==> src/rtl/load_use_stall_ctrl.sv <==
// Load-use hazard controller beside ID: holds PC/IF-ID and bubbles ID/EX for LOAD_LAT cycles.
// Outputs are combinational on the current ID/EX view; flush aborts a stall, mem_busy freezes it.
module load_use_stall_ctrl #(
  parameter int unsigned     REG_AW      = 5,
  parameter int unsigned     OP_W        = 7,
  parameter logic [OP_W-1:0] LOAD_OP     = 7'b0000011,
  parameter int unsigned     LOAD_LAT    = 1,
  parameter bit              ZERO_EXEMPT = 1'b1,
  parameter int unsigned     CNT_W       = 16
) (
  input  logic              CLK,
  input  logic              clear,
  input  logic              id_valid,
  input  logic [REG_AW-1:0] rs1,
  input  logic [REG_AW-1:0] rs2,
  input  logic              rs1_used,
  input  logic              rs2_used,
  input  logic              ex_valid,
  input  logic [OP_W-1:0]   ex_op,
  input  logic [REG_AW-1:0] ex_rd,
  input  logic              flush,
  input  logic              mem_busy,
  output logic              pc_hold,
  output logic              ifid_hold,
  output logic              idex_bubble,
  output logic              stalling,
  output logic [CNT_W-1:0]  bubble_count
);

  typedef enum logic [0:0] {
    IDLE  = 1'b0,
    STALL = 1'b1
  } state_t;

  // The first bubble is issued from IDLE, so STALL covers the remaining LOAD_LAT-1 cycles.
  localparam logic [3:0] REM_INIT = (LOAD_LAT > 1) ? 4'(LOAD_LAT - 2) : 4'd0;
  localparam logic [CNT_W-1:0] CNT_ONE = {{(CNT_W-1){1'b0}}, 1'b1};

  state_t           state_q, state_d;
  logic [3:0]       rem_q, rem_d;
  logic [CNT_W-1:0] bubble_count_q, bubble_count_d;

  logic ex_is_load;
  logic ex_rd_exempt;
  logic rs1_match;
  logic rs2_match;
  logic hazard;

  always_comb begin
    ex_is_load   = (ex_op == LOAD_OP);
    ex_rd_exempt = ZERO_EXEMPT && (ex_rd == '0);
    rs1_match    = rs1_used && (rs1 == ex_rd);
    rs2_match    = rs2_used && (rs2 == ex_rd);
    hazard       = id_valid && ex_valid && ex_is_load && !ex_rd_exempt
                   && (rs1_match || rs2_match);
  end

  always_comb begin
    idex_bubble = 1'b0;
    if (!flush && !mem_busy) begin
      idex_bubble = ((state_q == IDLE) && hazard) || (state_q == STALL);
    end
    pc_hold   = mem_busy || idex_bubble;
    ifid_hold = mem_busy || idex_bubble;
    stalling  = (state_q == STALL);
  end

  always_comb begin
    state_d = state_q;
    rem_d   = rem_q;
    if (flush) begin
      state_d = IDLE;
      rem_d   = 4'd0;
    end else if (!mem_busy) begin
      unique case (state_q)
        IDLE: begin
          // With LOAD_LAT==1 the bubble now in EX clears the hazard by itself.
          if (hazard && (LOAD_LAT > 1)) begin
            state_d = STALL;
            rem_d   = REM_INIT;
          end
        end
        STALL: begin
          if (rem_q == 4'd0) begin
            state_d = IDLE;
          end else begin
            rem_d = rem_q - 4'd1;
          end
        end
        default: begin
          state_d = IDLE;
          rem_d   = 4'd0;
        end
      endcase
    end
  end

  always_comb begin
    bubble_count_d = bubble_count_q;
    if (idex_bubble && (bubble_count_q != '1)) begin
      bubble_count_d = bubble_count_q + CNT_ONE;
    end
  end

  always_ff @(posedge CLK or posedge clear) begin
    if (clear) begin
      state_q        <= IDLE;
      rem_q          <= 4'd0;
      bubble_count_q <= '0;
    end else begin
      state_q        <= state_d;
      rem_q          <= rem_d;
      bubble_count_q <= bubble_count_d;
    end
  end

  assign bubble_count = bubble_count_q;

endmodule

==> config.mk <==
export PLATFORM = sky130hd
export DESIGN_NAME = load_use_stall_ctrl
export DESIGN_NICKNAME = d
export VERILOG_FILES = /design/src/rtl/load_use_stall_ctrl.sv
export SDC_FILE = /design/constraint.sdc
export NUM_CORES = 1
export LEC_CHECK = 0
export ABC_AREA = 1
export CORE_MARGIN = 4
export CORE_UTILIZATION = 42
export DETAILED_ROUTE_END_ITERATION = 8
export GPL_TIMING_DRIVEN = 1
export PLACE_DENSITY = 0.77
export SYNTH_ARGS = -nofsm -noshare
export SYNTH_HDL_FRONTEND = slang
export SYNTH_SLANG_ARGS = --single-unit
==> constraint.sdc <==
create_clock -name CLK -period 1.65 [get_ports CLK]
set_clock_uncertainty 0.2 [all_clocks]
set_input_delay 0.33 -clock CLK [delete_from_list [all_inputs] [get_ports CLK]]
set_output_delay 0.33 -clock CLK [all_outputs]
set_load 0.005 [all_outputs]
; ---- Yosys cells after proc, flatten, opt, wreduce, memory -nomap -nowiden
; Index checks and enable logic that the tools add are counted.
[totals]
ff_bits = 21
output_inout_bits = 20
word_cells = 40
[classes]
addsub = 2
n_eq_ne = 6
muxes = 9
bitwise_logic = 1
n_reduce_logical = 19
[ops]
columns = cell, n
row1 = "16-bit by 1-bit adder with 16-bit output, second input constant", 1
row2 = 4-bit two-way mux, 4
row3 = "16-bit != test, second input constant", 1
row4 = 5-bit == test, 2
row5 = 1-bit logical AND, 9
row6 = "7-bit by 2-bit == test with 1-bit output, second input constant", 1
row7 = 5-bit logical NOT, 1
row8 = 1-bit two-way mux, 5
row9 = 4-bit logical NOT, 1
row10 = "2-bit != test, second input constant", 2
row11 = "4-bit by 1-bit subtractor with 4-bit output, second input constant", 1
row12 = 1-bit logical NOT, 3
row13 = 1-bit logical OR, 3
row14 = 3-bit AND reduction, 1
row15 = 2-bit nonzero test, 1
row16 = 1-bit NOT, 1

; ---- Logic depth before layout (Yosys ltp)
[depth]
ltp_word = 8
depth_mapped = 12
depth_no_buf = 11

; ---- Worst setup path after synthesis
; OpenSTA, ideal clock, no wires.
[synth_path]
kind = input to output
startpoint = input flush
endpoint = output pc_hold
arrival_time_ps = 1345
required_ps = 1120
setup_slack_ps = -225
stages = 5
path_cell_list = nor2_1 -> clkbuf_1 -> nand2_1 -> nand2_1 -> buf_4
[synth_via]
elab_chain_cells = 4
[synth_rtl]
columns = item, line_no
row1 = start: declaration, 21  ; input logic flush,
row2 = 1-bit logical NOT, 60  ; if (!flush && !mem_busy) begin
row3 = 1-bit logical AND, 60
row4 = 1-bit two-way mux, 60
row5 = 1-bit logical OR, --
row6 = end: declaration, 23  ; output logic pc_hold,
; No other way between the ends.

; ---- Final worst setup path
[layout_path]
startpoint = register bubble_count_q[1], in the netlist bubble_count[1]
endpoint = register bubble_count_q[7], in the netlist bubble_count[7]
[layout_via]
elab_chain_cells = 2
elab_cells_between_ends = 3
[layout_rtl]
columns = item, line_no
row1 = start: declaration, 41  ; logic [CNT_W-1:0] bubble_count_q, bubble_count_d;
row2 = start signal: assignment, 113  ; bubble_count_q <= bubble_count_d;
row3 = branches (longest 2 deep; another with 16-bit by 1-bit adder with 16-bit output), --
; Several ways; the timed one is not identified.
; A chain may end at the register's enable or synchronous reset.

==> summary.md <==
| Metric | Value |
|---|---|
| Nets | `between 300 and 400` |
| Largest cells by area after synthesis | `dfrtp_1 34%, nand2_1 21%, inv_1 8.4%` |
| Main synth FF type | `dfrtp_1` |
| Critical Path RT | `between 1.5 and 2 ns` |
| Via count | `between 1500 and 2000` |
| Max-slew violation count | `0` |
| Post-layout min period | `about 1.8 ns` |
| GRT Overall Usage | `a little under a fifth` |
| CTS tree | `done` |
| Hold Path Class | `input port to async pin` |
| Worst setup SP type | `flop` |
| YS warnings | `0` |
| Std cell rows | `21` |
| Critical path peak fanout | `7` |
| Filler cells | `300` |
| Max cap viols | `0` |
| Fraction of layout cells with a size suffix above 1 | `33.13%` |
| RSZ-0062 raised after global routing | `yes` |
| Antenna violations before repair | `0` |
| Num ports | `50` |
| Failing checks | `setup timing` |
| Worst-path clk slew | `~0.080 ns` |
| Global route overflow | `0` |
| Arr. time, crit path | `between 1.5 and 2 ns` |
| Post-synthesis adder-cell area fraction | `2.394%` |
| Mux cell area share after synthesis | `0%` |
| First-pass GRT wire length | `roughly 7400 um` |
| Final GP Congestion | `approximately 0.88` |
| H-tree depth | `1` |
| Die area | `about 4800 um^2` |
| Worst Tran Pin Value | `roughly 0.28 ns` |
| Top cells by instance count after synthesis | `87 x nand2_1, 35 x inv_1, 23 x nor2_1, 21 x dfrtp_1, 16 x nand4_1` |
| Crit path kind | `flop to flop` |
| Worst path cell trace | `ha_2 > nand2_2 > nor2_4 > nand3_4 > nor2_4 > nand4_4 > buf_12 > nand4_1 > nand2_1` |
| Xor/xnor share of the synthesized area | `7.263%` |
| Ys async rst share | `100.0%` |
| Final worst setup slack | `-0.1879 ns` |
| Cell family with most CP delay | `simple AND/OR/NAND/NOR gates` |
| CP Buf/Inv Count | `1` |
| WL/cell | `~12 um` |
| Seq/Total Area, Yosys | `between 30% and 40%` |
| Buffers on Ports | `a little under 50` |
| Post-synth top area share | `between 30% and 40%` |
| DRC Markers | `0` |
| Pleak | `about 0.0014 uW` |
| Initial DRC Count | `129` |
| Tot Pwr | `just over 1000 uW` |
| Die span in x | `~70 um` |
| Vias in the first global route | `~1800` |
| Synth Instances | `236` |
| Starting Density | `45.20%` |
| Clock tree buffer depth | `2` |
| Multi-input logic area | `a little under 1000 um^2` |
| Clock Latency Late Sink | `around 0.26 ns` |
| Worst Setup End Kind | `flop` |
| Pwr Density | `403.2 nW/um^2` |
| Most used cell, CP | `nor2_4` |
| Worst rel slew slack | `about four fifths` |
| ANT nets after route | `0` |
| Slowest stage cell, crit path | `dfrtp_1` |
| Simple-gate share of the synthesized area | `approximately 44%` |
| Routed WL | `approximately 4600 um` |
| DR pass1 iterations | `4` |
| Post-synthesis register bit count | `21` |
| DIE HEIGHT | `69.10 um` |
| Distinct cell type count after synthesis | `25` |
| Syn Area/Cell | `6.643 um^2` |
| Core area | `3468 um^2` |
| Netlist Area Pre-Place | `roughly 1600 um^2` |
| Area leader, netlist | `dfrtp_1` |
| Fmax | `~0.54 GHz` |
| CP peak stage delay | `0.37 ns` |
| CTS Buf Count | `3` |
| Hold Vio Cnt, Final | `0` |
| Crit share post-route | `111.4%` |
| Area grow syn2layout | `60.89%` |
| Compound-Gate Fraction of Synth Area | `under 10%` |
| Largest family of logic cells by synthesized area | `simple AND/OR/NAND/NOR gates` |
| Final setup violation count | `19` |
| Clock sinks | `21` |
| Post-Layout Cell Count | `~370` |
| Synthesized Nets | `269` |
| DP HPWL | `3229 um` |
| Placed cells | `358` |
| Vias per inst | `4.917` |
| Antenna diodes | `0` |
| Count leader, synth | `nand2_1` |
| Status | `complete, but fails checks` |
| EDFF count, synth | `0` |
| Largest net degree at the start of global routing | `22` |
| Sequential cell area | `528.0 um^2` |
| Root Buffer | `clkbuf_8` |
| Max VDD drop | `0.2330 mV` |
[tightest hold or removal path, delay by kind of cell]
kind	cells	cell delay, ns
buffers and inverters	3	0.72
[report_power, final]
part | internal, uW | total, uW | leakage, uW | switching [uW]
Combinational | 85.7 | 160 | 0.00111 | 74.2
Sequential | 514 | 514 | 0.000290 | 0.0386
Clock | 172 | 343 | 0.0000228 | 171
[placed cells by master (no fill, tap or decap), types with 2 or more instances in the layout]
cell type / instances
dfrtp_1: 19
clkdlybuf4s50_1: 2
clkdlybuf4s15_1: 2
nand2_1: 76
nand3_2: 2
clkbuf_2: 2
inv_4: 2
xnor2_1: 4
nand2_2: 10
nand3_1: 10
ha_1: 2
buf_6: 18
clkbuf_8: 3
nor2_2: 3
inv_2: 6
nand3_4: 2
nand4_1: 16
buf_2: 7
nor3_2: 3
nor3_1: 5
dlygate4sd2_1: 17
o21ai_0: 2
nand2_4: 2
nor2_4: 3
dfrtp_2: 2
buf_4: 38
inv_1: 27
nor2_1: 20
xor2_1: 9
[worst paths after layout]
check                           startpoint  cells after the start          endpoint  slack [ns]
min                                  clear                      3   bubble_count[5]        0.20
max                        bubble_count[1]                      9   bubble_count[7]       -0.19
max reg2reg                bubble_count[1]                      9   bubble_count[7]       -0.19
min reg2reg                       rem_q[2]                      2          rem_q[2]        0.35
max in group asynchronous            clear                      3  bubble_count[15]        0.82
min in group CLK                  rem_q[2]                      2          rem_q[2]        0.35
[final cells by class]
cell class / instances / area share, %
clock buffer: 4 / 1.786
inverter: 35 / 5.407
multi-input combinational: 177 / 39.09
sequential: 21 / 20.93
tap: 46 / 2.282
timing repair buffer: 89 / 30.51
[registers in the layout (all words and copies together), names as in the netlist]
signal        flops
bubble_count     16
rem_q             4
stalling          1
[logic make-up (layout without fill, tap and decap cells)]
family	count (synthesis)	after routing
XOR/XNOR	13	13
adder cells (fa/ha/maj)	3	3
buffers and inverters	40	128
flip-flops	21	21
AO/OA/AOI/OAI	6	6
AND/OR/NAND/NOR	153	155
[metrics by stage]
step	hold slack (ns)	worst slack (ns)	TNS (ns)	util, %	instance area, um^2
after floorplan	0.1065	-0.1078	-1.175	-	1615
after global placement	0.3183	-0.9157	-14.73	68.36	2371
after detailed placement	0.3095	-0.9415	-15.47	68.36	2371
after CTS	0.2089	-0.1707	-2.312	69.73	2419
after global routing	0.2341	-0.2919	-4.759	72.73	2522
final	0.1989	-0.1879	-2.619	72.73	2522
[repair_timing]
item,4_1_cts,5_1_grt
cloned,1,1
endpoints found under the setup margin,36,22
gates resized for setup,139,30
setup buffers,8,0
pin swaps,42,31
hold buffers,0,0
[metal layers]
metal	global-route usage, %	routed length (um)	up-vias
li1	-	-	930
met1	21.02	1888	831
met2	33.69	2454	62
met3	3.488	239	6
met4	6.074	52	0
met5	0	0	-
Note: power is estimated with default switching activity, not from simulation.
